**src/rtl/idu_stage_pkg.sv**
```systemverilog
// Shared decode definitions: opcodes, execute/LSU control encodings and the
// decoded-instruction bundle passed from idu_dec to the stage register.
package idu_stage_pkg;

  localparam int EXU_SEL_WIDTH = 3;
  localparam int EXU_OPT_WIDTH = 5;
  localparam int LSU_OPT_WIDTH = 4;

  localparam logic [6:0] OPC_LUI       = 7'b0110111;
  localparam logic [6:0] OPC_AUIPC     = 7'b0010111;
  localparam logic [6:0] OPC_JAL       = 7'b1101111;
  localparam logic [6:0] OPC_JALR      = 7'b1100111;
  localparam logic [6:0] OPC_BRANCH    = 7'b1100011;
  localparam logic [6:0] OPC_LOAD      = 7'b0000011;
  localparam logic [6:0] OPC_STORE     = 7'b0100011;
  localparam logic [6:0] OPC_OP_IMM    = 7'b0010011;
  localparam logic [6:0] OPC_OP        = 7'b0110011;
  localparam logic [6:0] OPC_OP_IMM_32 = 7'b0011011;
  localparam logic [6:0] OPC_OP_32     = 7'b0111011;
  localparam logic [6:0] OPC_SYSTEM    = 7'b1110011;

  localparam logic [31:0] INS_EBREAK = 32'h00100073;

  // {func3,0}=load, {func3,1}=store; 4'b1111 is never a legal access code.
  localparam logic [LSU_OPT_WIDTH-1:0] LSU_NOP = 4'b1111;

  typedef enum logic [EXU_OPT_WIDTH-1:0] {
    EXU_ADD, EXU_SUB, EXU_SLL, EXU_SLT, EXU_SLTU, EXU_XOR, EXU_SRL, EXU_SRA,
    EXU_OR, EXU_AND,
    EXU_MUL, EXU_MULH, EXU_MULHSU, EXU_MULHU, EXU_DIV, EXU_DIVU, EXU_REM, EXU_REMU,
    EXU_BEQ, EXU_BNE, EXU_BLT, EXU_BGE, EXU_BLTU, EXU_BGEU
  } exu_opt_e;

  typedef enum logic [EXU_SEL_WIDTH-1:0] {
    SEL_RS1_RS2, SEL_RS1_IMM, SEL_PC_IMM, SEL_ZERO_IMM, SEL_PC_4
  } exu_sel_e;

  typedef enum logic [1:0] {ST_EMPTY, ST_FULL, ST_HALT} state_e;

  typedef struct packed {
    logic [4:0]               rs1;
    logic [4:0]               rs2;
    logic [4:0]               rd;
    logic                     rdwen;
    exu_sel_e                 src_sel;
    exu_opt_e                 exu_opt;
    logic [LSU_OPT_WIDTH-1:0] lsu_opt;
    logic                     word;
    logic                     brch;
    logic                     jal;
    logic                     jalr;
    logic                     ebreak;
    logic                     illegal;
  } dec_t;

  function automatic exu_opt_e alu_op(input logic [2:0] f3, input logic alt);
    case (f3)
      3'b000:  return alt ? EXU_SUB : EXU_ADD;
      3'b001:  return EXU_SLL;
      3'b010:  return EXU_SLT;
      3'b011:  return EXU_SLTU;
      3'b100:  return EXU_XOR;
      3'b101:  return alt ? EXU_SRA : EXU_SRL;
      3'b110:  return EXU_OR;
      default: return EXU_AND;
    endcase
  endfunction

endpackage

```
**src/rtl/idu_dec.sv**
```systemverilog
// Combinational RV32/RV64 (+M) instruction decoder: instruction word in,
// decoded control bundle and sign-extended immediate out.
module idu_dec
  import idu_stage_pkg::*;
#(
  parameter int XLEN = 32,
  parameter int EN_M = 1
) (
  input  logic [31:0]     ins_i,
  output dec_t            dec_o,
  output logic [XLEN-1:0] imm_o
);

  localparam bit RV64 = (XLEN == 64);
  localparam bit HAS_M = (EN_M != 0);

  logic [6:0]        opc;
  logic [2:0]        f3;
  logic [6:0]        f7;
  logic signed [31:0] imm32;
  logic              ill;
  logic              wen;
  dec_t              d;

  assign opc = ins_i[6:0];
  assign f3  = ins_i[14:12];
  assign f7  = ins_i[31:25];

  always_comb begin
    d         = '0;
    d.rs1     = ins_i[19:15];
    d.rs2     = ins_i[24:20];
    d.rd      = ins_i[11:7];
    d.src_sel = SEL_RS1_RS2;
    d.exu_opt = EXU_ADD;
    d.lsu_opt = LSU_NOP;
    imm32     = '0;
    ill       = 1'b0;
    wen       = 1'b0;
    case (opc)
      OPC_LUI: begin
        imm32 = {ins_i[31:12], 12'b0};
        d.src_sel = SEL_ZERO_IMM;
        wen = 1'b1;
      end
      OPC_AUIPC: begin
        imm32 = {ins_i[31:12], 12'b0};
        d.src_sel = SEL_PC_IMM;
        wen = 1'b1;
      end
      OPC_JAL: begin
        imm32 = {{12{ins_i[31]}}, ins_i[19:12], ins_i[20], ins_i[30:21], 1'b0};
        d.src_sel = SEL_PC_4;
        d.jal = 1'b1;
        wen = 1'b1;
      end
      OPC_JALR: begin
        imm32 = {{20{ins_i[31]}}, ins_i[31:20]};
        d.src_sel = SEL_PC_4;
        d.jalr = 1'b1;
        wen = 1'b1;
        ill = (f3 != 3'b000);
      end
      OPC_BRANCH: begin
        imm32 = {{20{ins_i[31]}}, ins_i[7], ins_i[30:25], ins_i[11:8], 1'b0};
        d.brch = 1'b1;
        case (f3)
          3'b000:  d.exu_opt = EXU_BEQ;
          3'b001:  d.exu_opt = EXU_BNE;
          3'b100:  d.exu_opt = EXU_BLT;
          3'b101:  d.exu_opt = EXU_BGE;
          3'b110:  d.exu_opt = EXU_BLTU;
          3'b111:  d.exu_opt = EXU_BGEU;
          default: ill = 1'b1;
        endcase
      end
      OPC_LOAD: begin
        imm32 = {{20{ins_i[31]}}, ins_i[31:20]};
        d.src_sel = SEL_RS1_IMM;
        d.lsu_opt = {f3, 1'b0};
        wen = 1'b1;
        case (f3)
          3'b000, 3'b001, 3'b010, 3'b100, 3'b101: ill = 1'b0;
          3'b011, 3'b110:                         ill = !RV64;
          default:                                ill = 1'b1;
        endcase
      end
      OPC_STORE: begin
        imm32 = {{20{ins_i[31]}}, ins_i[31:25], ins_i[11:7]};
        d.src_sel = SEL_RS1_IMM;
        d.lsu_opt = {f3, 1'b1};
        case (f3)
          3'b000, 3'b001, 3'b010: ill = 1'b0;
          3'b011:                 ill = !RV64;
          default:                ill = 1'b1;
        endcase
      end
      OPC_OP_IMM: begin
        imm32 = {{20{ins_i[31]}}, ins_i[31:20]};
        d.src_sel = SEL_RS1_IMM;
        d.exu_opt = alu_op(f3, (f3 == 3'b101) & ins_i[30]);
        wen = 1'b1;
        // RV64 shamt is 6 bits, so bit 25 belongs to the shift amount there.
        if (f3 == 3'b001)
          ill = RV64 ? (ins_i[31:26] != 6'b0) : (f7 != 7'b0);
        else if (f3 == 3'b101)
          ill = RV64 ? !(ins_i[31:26] inside {6'b000000, 6'b010000})
                     : !(f7 inside {7'b0000000, 7'b0100000});
      end
      OPC_OP: begin
        wen = 1'b1;
        if (f7 == 7'b0000000)
          d.exu_opt = alu_op(f3, 1'b0);
        else if (f7 == 7'b0100000 && (f3 == 3'b000 || f3 == 3'b101))
          d.exu_opt = alu_op(f3, 1'b1);
        else if (f7 == 7'b0000001 && HAS_M)
          d.exu_opt = exu_opt_e'(EXU_OPT_WIDTH'(EXU_MUL) + EXU_OPT_WIDTH'(f3));
        else
          ill = 1'b1;
      end
      OPC_OP_IMM_32: begin
        imm32 = {{20{ins_i[31]}}, ins_i[31:20]};
        d.src_sel = SEL_RS1_IMM;
        d.word = 1'b1;
        d.exu_opt = alu_op(f3, (f3 == 3'b101) & ins_i[30]);
        wen = 1'b1;
        case (f3)
          3'b000:  ill = !RV64;
          3'b001:  ill = !RV64 || (f7 != 7'b0);
          3'b101:  ill = !RV64 || !(f7 inside {7'b0000000, 7'b0100000});
          default: ill = 1'b1;
        endcase
      end
      OPC_OP_32: begin
        d.word = 1'b1;
        wen = 1'b1;
        if (f7 == 7'b0000000 && (f3 inside {3'b000, 3'b001, 3'b101}))
          d.exu_opt = alu_op(f3, 1'b0);
        else if (f7 == 7'b0100000 && (f3 inside {3'b000, 3'b101}))
          d.exu_opt = alu_op(f3, 1'b1);
        else if (f7 == 7'b0000001 && HAS_M && (f3 inside {3'b000, 3'b100, 3'b101, 3'b110, 3'b111}))
          d.exu_opt = exu_opt_e'(EXU_OPT_WIDTH'(EXU_MUL) + EXU_OPT_WIDTH'(f3));
        else
          ill = 1'b1;
        if (!RV64) ill = 1'b1;
      end
      OPC_SYSTEM: begin
        if (ins_i == INS_EBREAK) d.ebreak = 1'b1;
        else                     ill = 1'b1;
      end
      default: ill = 1'b1;
    endcase
    // A failed decode must not touch architectural state or redirect flow.
    if (ill) begin
      wen       = 1'b0;
      d.brch    = 1'b0;
      d.jal     = 1'b0;
      d.jalr    = 1'b0;
      d.word    = 1'b0;
      d.lsu_opt = LSU_NOP;
    end
    d.illegal = ill;
    d.rdwen   = wen && (d.rd != 5'd0);
  end

  assign dec_o = d;
  assign imm_o = XLEN'(imm32);

endmodule

```
**src/rtl/idu_stage.sv**
```systemverilog
// Decode stage: single-entry output register with valid/ready handshake and a
// HALT state entered when an ebreak or illegal instruction leaves the stage.
module idu_stage
  import idu_stage_pkg::*;
#(
  parameter int XLEN = 32,
  parameter int EN_M = 1
) (
  input  logic                     i_clk,
  input  logic                     i_rst_n,
  input  logic                     i_flush,
  input  logic                     i_valid,
  output logic                     o_ready,
  input  logic [31:0]              i_ins,
  input  logic [XLEN-1:0]          i_pc,
  output logic                     o_valid,
  input  logic                     i_ready,
  output logic [XLEN-1:0]          o_pc,
  output logic [4:0]               o_rs1id,
  output logic [4:0]               o_rs2id,
  output logic [4:0]               o_rdid,
  output logic                     o_rdwen,
  output logic [XLEN-1:0]          o_imm,
  output logic [EXU_SEL_WIDTH-1:0] o_exu_src_sel,
  output logic [EXU_OPT_WIDTH-1:0] o_exu_opt,
  output logic [LSU_OPT_WIDTH-1:0] o_lsu_opt,
  output logic                     o_word,
  output logic                     o_brch,
  output logic                     o_jal,
  output logic                     o_jalr,
  output logic                     o_ebreak,
  output logic                     o_illegal
);

  state_e          state_q, state_d;
  dec_t            dec, dec_q;
  logic [XLEN-1:0] imm, imm_q, pc_q;
  logic            accept, load;

  idu_dec #(.XLEN(XLEN), .EN_M(EN_M)) u_dec (
    .ins_i (i_ins),
    .dec_o (dec),
    .imm_o (imm)
  );

  // An instruction accepted in the same cycle a trapping one leaves is dropped;
  // the HALT is always followed by a flush that would discard it anyway.
  always_comb begin
    state_d = state_q;
    o_ready = (state_q == ST_EMPTY) || (state_q == ST_FULL && i_ready);
    accept  = i_valid && o_ready;
    case (state_q)
      ST_EMPTY: if (accept) state_d = ST_FULL;
      ST_FULL: begin
        if (i_ready) begin
          if (dec_q.ebreak || dec_q.illegal) state_d = ST_HALT;
          else if (accept)                   state_d = ST_FULL;
          else                               state_d = ST_EMPTY;
        end
      end
      ST_HALT:  state_d = ST_HALT;
      default:  state_d = ST_EMPTY;
    endcase
    if (i_flush) state_d = ST_EMPTY;
    load = accept && (state_d == ST_FULL);
  end

  always_ff @(posedge i_clk) begin
    if (!i_rst_n) begin
      state_q         <= ST_EMPTY;
      dec_q           <= '0;
      dec_q.lsu_opt   <= LSU_NOP;
      imm_q           <= '0;
      pc_q            <= '0;
    end else begin
      state_q <= state_d;
      if (load) begin
        dec_q <= dec;
        imm_q <= imm;
        pc_q  <= i_pc;
      end
    end
  end

  assign o_valid       = (state_q == ST_FULL);
  assign o_pc          = pc_q;
  assign o_rs1id       = dec_q.rs1;
  assign o_rs2id       = dec_q.rs2;
  assign o_rdid        = dec_q.rd;
  assign o_rdwen       = dec_q.rdwen;
  assign o_imm         = imm_q;
  assign o_exu_src_sel = dec_q.src_sel;
  assign o_exu_opt     = dec_q.exu_opt;
  assign o_lsu_opt     = dec_q.lsu_opt;
  assign o_word        = dec_q.word;
  assign o_brch        = dec_q.brch;
  assign o_jal         = dec_q.jal;
  assign o_jalr        = dec_q.jalr;
  assign o_ebreak      = dec_q.ebreak;
  assign o_illegal     = dec_q.illegal;

endmodule

```
**config.mk**
```make
export PLATFORM = sky130hd
export DESIGN_NAME = idu_stage
export DESIGN_NICKNAME = d
export VERILOG_FILES = /design/src/rtl/idu_stage_pkg.sv /design/src/rtl/idu_dec.sv /design/src/rtl/idu_stage.sv
export SDC_FILE = /design/constraint.sdc
export NUM_CORES = 1
export LEC_CHECK = 0
export CORE_AREA = 2 2 100 102
export CTS_CLUSTER_DIAMETER = 200
export DETAILED_ROUTE_END_ITERATION = 16
export DIE_AREA = 0 0 102 104
export DONT_BUFFER_PORTS = 1
export PLACE_DENSITY = 0.63
export SYNTH_ARGS = -nofsm -noshare
export SYNTH_HDL_FRONTEND = slang
export SYNTH_SLANG_ARGS = --single-unit
```
**constraint.sdc**
```tcl
create_clock -name i_clk -period 2.4 [get_ports i_clk]
set_input_delay 0.12 -clock i_clk [delete_from_list [all_inputs] [get_ports i_clk]]
set_output_delay 0.12 -clock i_clk [all_outputs]
set_load 0.02 [all_outputs]
```
==> run_results.csv <==
group,metric,value,unit
outcome,outcome,"completed",
setup_path,startpoint,"o_illegal",
timing,clock.fmax,0.4616,GHz
clock_tree,cts.sinks,100,
synth,synth.largest_area_cell,"dfxtp_1",
floorplanning,start_util,0.4831,
clock_tree,clk_latency,370,ps
setup_path,crit_buf_inv,2,
setup_path,endpoint,"o_exu_opt[3]",
synth,avgSynthCellArea,7.714,sq um
synth,yosysSeqAreaShare,0.4340,
synth,synth_edf_count,0,
synth,syn_inst,598,
setup_path,r2r_start,"o_illegal",
setup_path,cp-start-kind,"register",
floorplanning,die_x,102,microns
global_route,grt_pass1_vias,4388,
global_route,antenna_found_initial,1,
drt,vias_per_cell,5.951,
timing,final.period_utilization,0.9027,
timing,skew,13.90,ps
drt,met1_length,6028,microns
setup_path,crit_path_cell_trace,"o211ai_1 -> and4_2 -> buf_4 -> o21ai_0 -> a31oi_1 -> dlygate4sd3_1",
timing,max_slew_margin,0.3275,
drt,top_layer_used,"met5",
timing,worst_pin_slew,1005,ps
place,hpwl,9669,microns
clock_tree,cts-root-buf,"clkbuf_8",
clock_tree,ctsLongestPathBuffers,2,
synth,ys_warn_count,0,
synth,ys_top_cells_by_area,"dfxtp_1 (43%), nand2_1 (12%), a21oi_1 (8.5%)",
synth,yosys.area.top_type_share,0.4340,
drt,wl_met3,1676,microns
clock_tree,cts_repair_resize_count,0,
worst_hold_path,hold_start,"i_ins[5]",
global_route,grt_max_degree,46,
pwr,leakage,0.001906,uW
setup_path,cp.depth,6,
clock_tree,cts.clk_slew.worst_paths,110,ps
synth,synth.distinct_cells,62,
clock_tree,cts_hold_buf,65,
drt,first_iter_violations,453,
global_route,grtUsageTotal,0.2756,
clock_tree,postCtsSetupBuffers,0,
timing,fin_crit,2166,ps
setup_path,worstPathArrival,2490,ps
layout,drive_gt1_frac,0.06843,
synth,ys_async_sr_fraction,0,
global_route,grt_pass1_wl,22990,microns
setup_path,r2r-end,"o_exu_opt[3]",
timing,rsz0062_at_grt,"false",
floorplanning,fp.dieArea,10610,sq um
synth,ys_seq_elements,100,
setup_path,rrSetupSlack,230,ps
floorplanning,rows,36,
setup_path,cp_top_family,"buffers and inverters",
timing,maxSlewViolCount,0,
synth,synth_nets,673,
clock_tree,cts_inserted_buffers,9,
setup_path,path_max_fanout,18,
pwr,ir_worst_vdd,0.3487,mV
drt,first_pass_iters,5,
setup_path,required,2730,ps
floorplanning,core,9549,sq um
setup_path,critPathKind,"reg2reg",
setup_path,r2r_cells,6,
pwr,power_density,589.1,nW/um^2
place,place.gp.congestion,0.9276,
floorplanning,ioPinCount,169,
setup_path,end_kind,"register",
global_route,grt-ovfl-total,0,
layout,syn_to_final_growth,20.04,%
worst_hold_path,hold_class,"in2reg",
synth,synth_ff_type,"dfxtp_1",
setup_path,slowest_stage,"dlygate4sd3_1",
synth,synth_area,4613,sq um
clock_tree,cts_tree,"yes",
flow_run,drv_cap,0,
layout,fin_util,0.5799,
drt,wl_met2,6909,microns
drt,via_count,4618,
layout,n_antenna_cell,0,
drt,ant_nets,0,
drt,finalWirelength,15000,microns
timing,setup_viol,0,
drt,drc,0,
layout,nets,714,
place,portBuffers,0,
setup_path,slowest_delay,570,ps
drt,wl_per_cell,19.33,microns
timing,totalNegativeSetupSlack,0,ps
floorplanning,dieHeight,104,microns
timing,hold_viol,0,
clock_tree,cts.htree.levels,3,
## report_power, final
group / total, uW / internal, uW / switching, uW
Sequential: 1850 / 1720 / 124
Clock: 1020 / 395 / 627
Combinational: 394 / 175 / 219
Total: 3260 / 2290 / 969
## per-stage QoR
step,instances,total power [uW],cell area [sq um],hold slack [ps],setup WS [ps]
6_report,776,3263,5538,25.88,233.5
4_1_cts,776,3280,5538,5.342,285.6
5_1_grt,776,3401,5538,25.63,125.2
2_1_floorplan,598,2121,4613,196.6,358.9
3_3_place_gp,696,2154,4702,197.6,400.0
3_5_place_dp,696,2162,4702,200.1,387.7
## worst reg2reg max path, delay by kind of cell, from the launching register on
kind | cells | cell delay (ps)
compound gates | 3 | 580
buf+inv | 2 | 810
flops | 1 | 430
simple gates | 1 | 310
## registers in the layout, summed over array words and instances, names as in the netlist
signal         count
state_q            2
o_ebreak           1
o_lsu_opt          4
o_jal              1
o_exu_opt          5
o_rdwen            1
o_rs2id            5
o_exu_src_sel      3
o_rdid             5
o_brch             1
o_pc              32
o_word             1
o_imm             32
o_jalr             1
o_illegal          1
o_rs1id            5
## metal layers
metal / vias up / track usage
met5: - / 0
met3: 34 / 0.09207
li1: 2189 / -
met4: 2 / 0.09810
met2: 240 / 0.4333
met1: 2153 / 0.3503
## synthesized netlist by cell type, types with 2 or more instances
cell type / count
buf_2: 2
nor4_1: 7
nand3_1: 16
o21ai_1: 2
nor3_1: 10
o21ai_0: 25
ha_1: 6
o31ai_1: 5
a31o_2: 3
o32a_1: 2
inv_1: 5
a211oi_1: 12
nor4b_1: 2
or3_1: 5
and2_1: 2
nand4_1: 6
or4_4: 2
nand2_1: 145
a22oi_1: 3
clkbuf_1: 43
buf_1: 4
a21oi_1: 78
or4_1: 3
a22o_1: 10
nor2_1: 28
nand2b_1: 11
nand3b_1: 4
o22ai_1: 2
dfxtp_1: 100
nor3b_1: 2
a31oi_1: 4
nor4bb_1: 2
nor2b_1: 9
or2_2: 2
o211ai_1: 5
o41a_1: 2
and3_1: 4
## area by class of cell
class                      count  area, sq um
multi-input combinational    442         2399
sequential                   100         2002
tap                          133        166.4
clock buffer                   9        123.9
fill                         895         4011
inverter                       6        22.52
clock inverter                 6        61.31
timing repair buffer          80        763.2
## cells in the final DEF, fill, tap and decap left out, types with 4 or more instances in the layout
| master | Yosys | layout |
|---|---|---|
| nor2b_1 | 9 | 9 |
| a31oi_1 | 4 | 4 |
| buf_4 | 0 | 15 |
| or3_1 | 5 | 5 |
| ha_1 | 6 | 6 |
| a22o_1 | 10 | 10 |
| nand2_1 | 145 | 145 |
| o21ai_0 | 25 | 25 |
| nor4_1 | 7 | 7 |
| nand3_1 | 16 | 16 |
| nand3b_1 | 4 | 4 |
| nand2b_1 | 11 | 11 |
| nand4_1 | 6 | 6 |
| dfxtp_1 | 100 | 100 |
| nor3_1 | 10 | 10 |
| a211oi_1 | 12 | 12 |
| o211ai_1 | 5 | 5 |
| a21oi_1 | 78 | 78 |
| inv_1 | 5 | 5 |
| and3_1 | 4 | 4 |
| o31ai_1 | 5 | 5 |
| nor2_1 | 28 | 28 |
| dlygate4sd3_1 | 0 | 65 |
| clkbuf_8 | 0 | 9 |
## worst min path at each step
stage              endpoint  slack (ps)  depth (start not counted)
2_1_floorplan    state_q[1]         200                          1
3_3_place_gp     state_q[1]         200                          1
3_5_place_dp     state_q[1]         200                          1
4_1_cts            o_imm[0]           5                          2
5_1_grt            o_imm[0]          30                          2
6_report       o_exu_opt[0]          30                          3
## cells by family after synthesis
group,count (synthesis),synth area share
AO/OA/AOI/OAI,168,0.2276
XOR/XNOR,1,0.001899
adder cells (fa/ha/maj),6,0.01627
buffers and inverters,56,0.04773
flip-flops,100,0.4340
multiplexers,1,0.002441
AND/OR/NAND/NOR,266,0.2701
(Power assumes the default switching activity.)
